[src/rtl/pong_game_controller_if.sv]
// rtl/pong_game_controller_if.sv - movement-block handshake between game controller and paddle/ball datapath
interface pong_game_controller_if;
  logic collided;
  logic missed_one;
  logic missed_two;
  logic ball_hold;
  logic paddle_en;

  modport master (
    output ball_hold,
    output paddle_en,
    input  collided,
    input  missed_one,
    input  missed_two
  );

  modport slave (
    input  ball_hold,
    input  paddle_en,
    output collided,
    output missed_one,
    output missed_two
  );
endinterface

[src/rtl/pong_game_controller.sv]
// rtl/pong_game_controller.sv - Pong match sequencer: serve/play/point/over FSM, scores, rally and speed level
// Optional pause state and pause_btn port enabled by defining PONG_PAUSE_EN.
module pong_game_controller #(
  parameter int SERVE_FRAMES   = 60,
  parameter int POINT_FRAMES   = 90,
  parameter int WIN_SCORE      = 7,
  parameter int HITS_PER_LEVEL = 4,
  parameter int MAX_LEVEL      = 3
) (
  input  logic                          clk,
  input  logic                          reset,
  input  logic                          endofframe,
  input  logic                          start_btn,
`ifdef PONG_PAUSE_EN
  input  logic                          pause_btn,
`endif
  pong_game_controller_if.master        mv,
  output logic [3:0]                    score_one,
  output logic [3:0]                    score_two,
  output logic [7:0]                    rally,
  output logic [1:0]                    speed_level,
  output logic                          serve_dir,
  output logic                          game_over,
  output logic                          winner,
  output logic [2:0]                    state
);

  typedef enum logic [2:0] {
    IDLE  = 3'd0,
    SERVE = 3'd1,
    PLAY  = 3'd2,
    POINT = 3'd3,
    OVER  = 3'd4,
    PAUSE = 3'd5
  } state_t;

  localparam logic [7:0] SERVE_LAST = 8'(SERVE_FRAMES - 1);
  localparam logic [7:0] POINT_LAST = 8'(POINT_FRAMES - 1);
  localparam logic [3:0] WIN        = 4'(WIN_SCORE);
  localparam logic [3:0] HIT_LAST   = 4'(HITS_PER_LEVEL - 1);
  localparam logic [1:0] LEVEL_MAX  = 2'(MAX_LEVEL);

  state_t     state_q, state_d;
  logic       ef_s1, ef_s2, ef_s3;
  logic       start_q, col_q, m1_q, m2_q;
  logic [7:0] cnt_q, cnt_d;
  logic [3:0] hit_q, hit_d;
  logic [7:0] rally_q, rally_d;
  logic [1:0] level_q, level_d;
  logic [3:0] s1_q, s1_d, s2_q, s2_d;
  logic       dir_q, dir_d, over_q, over_d, win_q, win_d;
  logic       hold_q, hold_d, pen_q, pen_d;
  logic       frame_tick, start_pulse, col_pulse, m1_pulse, m2_pulse;

  assign frame_tick  = ef_s2 & ~ef_s3;
  assign start_pulse = start_btn & ~start_q;
  assign col_pulse   = mv.collided & ~col_q;
  assign m1_pulse    = mv.missed_one & ~m1_q;
  assign m2_pulse    = mv.missed_two & ~m2_q;

`ifdef PONG_PAUSE_EN
  logic pause_q, pause_pulse;
  assign pause_pulse = pause_btn & ~pause_q;
  always_ff @(posedge clk or posedge reset) begin
    if (reset) pause_q <= 1'b0;
    else       pause_q <= pause_btn;
  end
`endif

  always_ff @(posedge clk or posedge reset) begin
    if (reset) begin
      state_q <= IDLE;
      {ef_s1, ef_s2, ef_s3} <= 3'b000;
      {start_q, col_q, m1_q, m2_q} <= 4'b0000;
      cnt_q   <= 8'd0;
      hit_q   <= 4'd0;
      rally_q <= 8'd0;
      level_q <= 2'd0;
      s1_q    <= 4'd0;
      s2_q    <= 4'd0;
      dir_q   <= 1'b0;
      over_q  <= 1'b0;
      win_q   <= 1'b0;
      hold_q  <= 1'b1;
      pen_q   <= 1'b0;
    end else begin
      state_q <= state_d;
      {ef_s1, ef_s2, ef_s3} <= {endofframe, ef_s1, ef_s2};
      {start_q, col_q, m1_q, m2_q} <= {start_btn, mv.collided, mv.missed_one, mv.missed_two};
      cnt_q   <= cnt_d;
      hit_q   <= hit_d;
      rally_q <= rally_d;
      level_q <= level_d;
      s1_q    <= s1_d;
      s2_q    <= s2_d;
      dir_q   <= dir_d;
      over_q  <= over_d;
      win_q   <= win_d;
      hold_q  <= hold_d;
      pen_q   <= pen_d;
    end
  end

  always_comb begin
    state_d = state_q;
    cnt_d   = cnt_q;
    hit_d   = hit_q;
    rally_d = rally_q;
    level_d = level_q;
    s1_d    = s1_q;
    s2_d    = s2_q;
    dir_d   = dir_q;
    over_d  = over_q;
    win_d   = win_q;
    case (state_q)
      IDLE: if (start_pulse) begin
        state_d = SERVE;
        {s1_d, s2_d, rally_d, level_d, hit_d, cnt_d} = '0;
      end
      SERVE: if (frame_tick) begin
        if (cnt_q == SERVE_LAST) begin
          state_d = PLAY;
          cnt_d   = 8'd0;
        end else begin
          cnt_d = cnt_q + 8'd1;
        end
      end
      PLAY: begin
        // miss beats hit, and missed_one beats missed_two
        if (m1_pulse || m2_pulse) begin
          state_d = POINT;
          {rally_d, level_d, hit_d, cnt_d} = '0;
          if (m1_pulse) begin
            s2_d  = s2_q + 4'd1;
            dir_d = 1'b0;
          end else begin
            s1_d  = s1_q + 4'd1;
            dir_d = 1'b1;
          end
        end else if (col_pulse && rally_q != 8'hFF) begin
          rally_d = rally_q + 8'd1;
          if (hit_q == HIT_LAST) begin
            hit_d = 4'd0;
            if (level_q != LEVEL_MAX) level_d = level_q + 2'd1;
          end else begin
            hit_d = hit_q + 4'd1;
          end
        end
`ifdef PONG_PAUSE_EN
        else if (pause_pulse) state_d = PAUSE;
`endif
      end
      POINT: begin
        if (s1_q == WIN || s2_q == WIN) begin
          state_d = OVER;
          over_d  = 1'b1;
          win_d   = (s2_q == WIN);
        end else if (frame_tick) begin
          if (cnt_q == POINT_LAST) begin
            state_d = SERVE;
            cnt_d   = 8'd0;
          end else begin
            cnt_d = cnt_q + 8'd1;
          end
        end
      end
      OVER: if (start_pulse) begin
        state_d = IDLE;
        over_d  = 1'b0;
      end
`ifdef PONG_PAUSE_EN
      PAUSE: if (pause_pulse) state_d = PLAY;
`endif
      default: state_d = IDLE;
    endcase
    // controls are registered from the next state so they move with state
    hold_d = (state_d != PLAY);
    pen_d  = (state_d == SERVE) || (state_d == PLAY);
  end

  assign mv.ball_hold = hold_q;
  assign mv.paddle_en = pen_q;
  assign score_one    = s1_q;
  assign score_two    = s2_q;
  assign rally        = rally_q;
  assign speed_level  = level_q;
  assign serve_dir    = dir_q;
  assign game_over    = over_q;
  assign winner       = win_q;
  assign state        = state_q;

endmodule
[src/flat_wrapper.sv]
// flat-port wrapper written by rule: the top's interface ports become plain ports
module pong_game_controller_flat 
#(
  parameter int SERVE_FRAMES   = 60,
  parameter int POINT_FRAMES   = 90,
  parameter int WIN_SCORE      = 7,
  parameter int HITS_PER_LEVEL = 4,
  parameter int MAX_LEVEL      = 3
)
  (clk, reset, endofframe, start_btn, score_one, score_two, rally, speed_level, serve_dir, game_over, winner, state, mv_ball_hold, mv_paddle_en, mv_collided, mv_missed_one, mv_missed_two);
  pong_game_controller_if mv_i ();
  input  logic clk;
  input  logic reset;
  input  logic endofframe;
  input  logic start_btn;
  output logic [3:0] score_one;
  output logic [3:0] score_two;
  output logic [7:0] rally;
  output logic [1:0] speed_level;
  output logic serve_dir;
  output logic game_over;
  output logic winner;
  output logic [2:0] state;
  output wire logic [$bits(mv_i.ball_hold)-1:0] mv_ball_hold;
  output wire logic [$bits(mv_i.paddle_en)-1:0] mv_paddle_en;
  input wire logic [$bits(mv_i.collided)-1:0] mv_collided;
  input wire logic [$bits(mv_i.missed_one)-1:0] mv_missed_one;
  input wire logic [$bits(mv_i.missed_two)-1:0] mv_missed_two;
  assign mv_ball_hold = mv_i.ball_hold;
  assign mv_paddle_en = mv_i.paddle_en;
  assign mv_i.collided = mv_collided;
  assign mv_i.missed_one = mv_missed_one;
  assign mv_i.missed_two = mv_missed_two;
  pong_game_controller #(.SERVE_FRAMES(SERVE_FRAMES), .POINT_FRAMES(POINT_FRAMES), .WIN_SCORE(WIN_SCORE), .HITS_PER_LEVEL(HITS_PER_LEVEL), .MAX_LEVEL(MAX_LEVEL)) u_core (.clk(clk), .reset(reset), .endofframe(endofframe), .start_btn(start_btn), .mv(mv_i), .score_one(score_one), .score_two(score_two), .rally(rally), .speed_level(speed_level), .serve_dir(serve_dir), .game_over(game_over), .winner(winner), .state(state));
endmodule
[config.mk]
export PLATFORM = sky130hd
export DESIGN_NAME = pong_game_controller_flat
export DESIGN_NICKNAME = d
export VERILOG_FILES = /design/src/rtl/pong_game_controller_if.sv /design/src/rtl/pong_game_controller.sv /design/src/flat_wrapper.sv
export SDC_FILE = /design/constraint.sdc
export NUM_CORES = 1
export LEC_CHECK = 0
export ABC_AREA = 1
export BUFFER_PORTS_ARGS = -buffer_cell sky130_fd_sc_hd__buf_4
export CAP_MARGIN = 25
export CORE_ASPECT_RATIO = 0.7
export CORE_UTILIZATION = 55
export DETAILED_ROUTE_END_ITERATION = 6
export PLACE_DENSITY = 0.76
export SYNTH_ARGS = -nofsm -noshare
export SYNTH_HDL_FRONTEND = slang
export SYNTH_SLANG_ARGS = --single-unit
[constraint.sdc]
create_clock -name clk -period 1.6 [get_ports clk]
set_input_delay 0.08 -clock clk [delete_from_list [all_inputs] [get_ports clk]]
set_output_delay 0.08 -clock clk [all_outputs]
set_load 0.05 [all_outputs]
==> flow_metrics.tcl <==
set metrics [dict create \
    max_cap_viol_count 0 \
    layout_min_cycle_time_ps 1530 \
    ys_seq_elements 45 \
    multi_input_area_mm2 0.00140 \
    routed_wl_um 6340 \
    violations "design-rule violations" \
    final_nets 399 \
    synthXorXnorAreaFrac_pct 3.04 \
    wl_per_cell_um 14.4 \
    core_area_mm2 0.00443 \
    num_vias 2310 \
    viasPerCell 5.24 \
    path_cells "dlygate4sd3_1 -> buf_4 -> nand2_2 -> nand2_4 -> buf_4 -> nor2_8 -> nand2_8 -> nand2_8 -> buf_12 -> o21ai_2" \
    io_pins 33 \
    crit_family "buffers and inverters" \
    yosys.area.top_type_share_pct 42.5 \
    cts_buffers 5 \
    cp_max_fo 9 \
    seqCellArea_mm2 0.00114 \
    cts_sinks 45 \
    critPathBufInv 4 \
    fillers 323 \
    period_share_pct 95.6 \
    synth_cells 323 \
    grt_pass1_vias 2100 \
    synth_compound_gate_area_share_pct 6.95 \
    synth_cell_types 34 \
    synth_warnings 0 \
    synthSimpleGateAreaFrac_pct 36.0 \
    rsz0062_at_grt "true" \
    rows 20 \
    slew_viol_final 0 \
    synth_top_family_by_area "simple AND/OR/NAND/NOR gates" \
    grt_max_degree 30 \
    diodes 0 \
    startpoint_type "input port" \
    cts_buffer_depth 2 \
    antenna_found_initial 0 \
    slowest_stage "dlygate4sd3_1" \
    hpwl_um 4480 \
    routabilityCongestion 0.954 \
    slowest_delay_ps 540 \
    cp.required_ps 1790 \
    synth_top_area_cell "dfrtp_1" \
    setup_viol 0 \
    timing.rr.start "u_core.state[1]" \
    finClkSkew_ps 5.93 \
    htreeDepth 2 \
    outcome "complete, but fails checks" \
    grt_pass1_wl_um 10000 \
    drcViolationCount 8 \
    syn_avg_cell_area_um2 8.02 \
    gr-total-overflow 0 \
    cp-endpoint "u_core.rally[5]" \
    tightest_slew_ps 384 \
    ir_worst_vdd_mv 0.636 \
    clk_latency_ps 290 \
    power.density_mw_per_mm2 905 \
    area_delta_synth_final_pct 29.1 \
    synth_area_leaders "dfrtp_1 42%, nand2_1 13%, nand3_1 5.8%, nor2_1 4.3%, inv_1 4.2%" \
    endpoint_kind "flip-flop" \
    ys_seq_area_share_pct 43.5 \
    dieHeight_um 59.4 \
    critPathLaunch "mv_missed_one" \
    drt-initial-drc-count 221 \
    reg2reg_slack_ps 70 \
    cp.depth 10 \
    post-place-cells 417 \
    cts.clk_slew.worst_paths_ps 80 \
    p_leak_nw 1.64 \
    critical_path_class "input port to flip-flop" \
    final_cells 441 \
    dieArea_mm2 0.00499 \
    io_buffers 32 \
    ant_nets 0 \
    r2r_end "u_core.rally[5]" \
    dieWidth_um 84.0 \
    drt-pass1-iter-count 7 \
    hold_class "input port to async pin" \
    muxShareOfSynthArea_pct 0.386 \
    maxSlewHeadroom_pct 74.3 \
    synth_adder_area_share_pct 3.38 \
    track_usage_pct 26.3 \
    start_util_pct 58.5 \
    final_util_pct 75.5 \
    cts_tree "done" \
    hold_violations 0 \
    cp.arrival_ps 1720 \
    max_freq_ghz 0.654 \
    r2r_cells 8 \
    synthesis.area_mm2 0.00259 \
    final_layout_size_suffix_gt1_share_pct 33.9 \
    synth_fp_nets 337 \
    cts-root-buf "clkbuf_8" \
]
## layout by cell type (no fill, tap or decap), drive strengths merged
master,synthesis,final
o21bai,1,1
ha,7,7
or2,2,2
dlygate4sd3,0,6
nand2,108,109
nor3b,1,1
dfrtp,44,44
o21ai,24,24
mux2i,1,1
nand3b,4,4
clkinv,0,1
xor2,9,9
buf,3,51
clkbuf,0,6
bufinv,0,1
nand4,11,11
a21oi,3,3
dfstp,1,1
nand3,31,31
nor3,3,3
nor2,34,34
inv,36,36
## final cells by class
class / count / share of cell area [%]
well taps: 55 / 2.06
repair buffers: 57 / 14.4
clock buffers: 6 / 2.17
inverters: 36 / 4.11
multi-input cells: 240 / 42.0
flip-flops and latches: 45 / 34.2
clock inverters: 2 / 1.16
## Yosys cell counts
cell and count:
nand3_1 30, nand3_2 1, buf_2 1, nor2_8 1, o21ai_2 9, inv_1 29
dfstp_2 1, nand4_1 11, o21bai_1 1, mux2i_1 1, nand2_1 92, xor2_1 9
ha_1 7, inv_4 1, o21ai_1 1, o21ai_0 14, nor3b_1 1, buf_12 1
dfrtp_1 44, nand2_2 12, nor3_2 1, a21oi_1 2, nand2_8 1, nand2_4 3
a21oi_2 1, nand3b_1 3, nor2_4 1, nor2_2 2, nor3_1 2, nand3b_2 1
inv_2 6, or2_2 2, nor2_1 30, buf_6 1
## repair_timing
| item | 4_1_cts | 5_1_grt |
|---|---|---|
| endpoints found under the hold margin | 20 | 0 |
| pin swaps | 0 | 5 |
| cloned | 0 | 1 |
| setup buffers | 0 | 9 |
| setup endpoints to repair | 2 | 30 |
| hold buffers | 6 | 0 |
| gates resized for setup | 2 | 23 |
## worst min path at each step
stage	startpoint	end	slack, ps	cells past startpoint
4_1_cts	reset	u_core.mv.paddle_en	330	3
6_report	reset	u_core.mv.paddle_en	330	3
3_3_place_gp	reset	u_core.mv.paddle_en	90	2
2_1_floorplan	mv_collided	u_core.col_q	110	0
3_5_place_dp	reset	u_core.mv.paddle_en	90	2
5_1_grt	reset	u_core.hit_q[0]	360	3
## state kept, by name, summed over array words and instances, names as in the netlist, 2 cells and up
signal,count
u_core.rally,8
u_core.speed_level,2
u_core.cnt_q,8
u_core.score_two,4
u_core.state,3
u_core.hit_q,4
u_core.score_one,4
## metrics by stage
stage / setup slack (ps) / power (mW) / cell area (um^2) / hold WS (ps) / setup TNS [ps]
after floorplan: 2.68 / 1.86 / 2620 / 111 / 0
after global placement: 38.0 / 2.06 / 2990 / 89.4 / 0
after detailed placement: 9.21 / 2.07 / 2990 / 90.0 / 0
after CTS: 6.11 / 2.94 / 3170 / 331 / 0
after global routing: -42.7 / 3.17 / 3350 / 361 / -139
final: 70.1 / 3.03 / 3350 / 328 / 0
## worst min-delay path, stage by stage
cell,delay (ps)
dlygate4sd3_1,540
buf_4,140
inv_2,280
## power by group
group          total (mW)  switching (mW)  internal (mW)
Sequential           1.35           0.120           1.23
Clock               0.859           0.390          0.469
Combinational       0.823           0.515          0.308
Total                3.03            1.02           2.00
## metal layers
layer / vias up / track usage (%) / part of all wire [%]
met1: 1074 / 38.7 / 48
met5: - / 0 / 0
met3: 2 / 5.71 / 7.6
met4: 0 / 5.17 / 0.35
li1: 1156 / - / -
met2: 78 / 40.4 / 44
## kinds of logic after synthesis
kind of cell	count (synthesis)
flops	45
fa+ha+maj	7
compound gates	28
simple gates	194
buf+inv	39
mux	1
xor+xnor	9
Power figures use the tool's default switching activity.
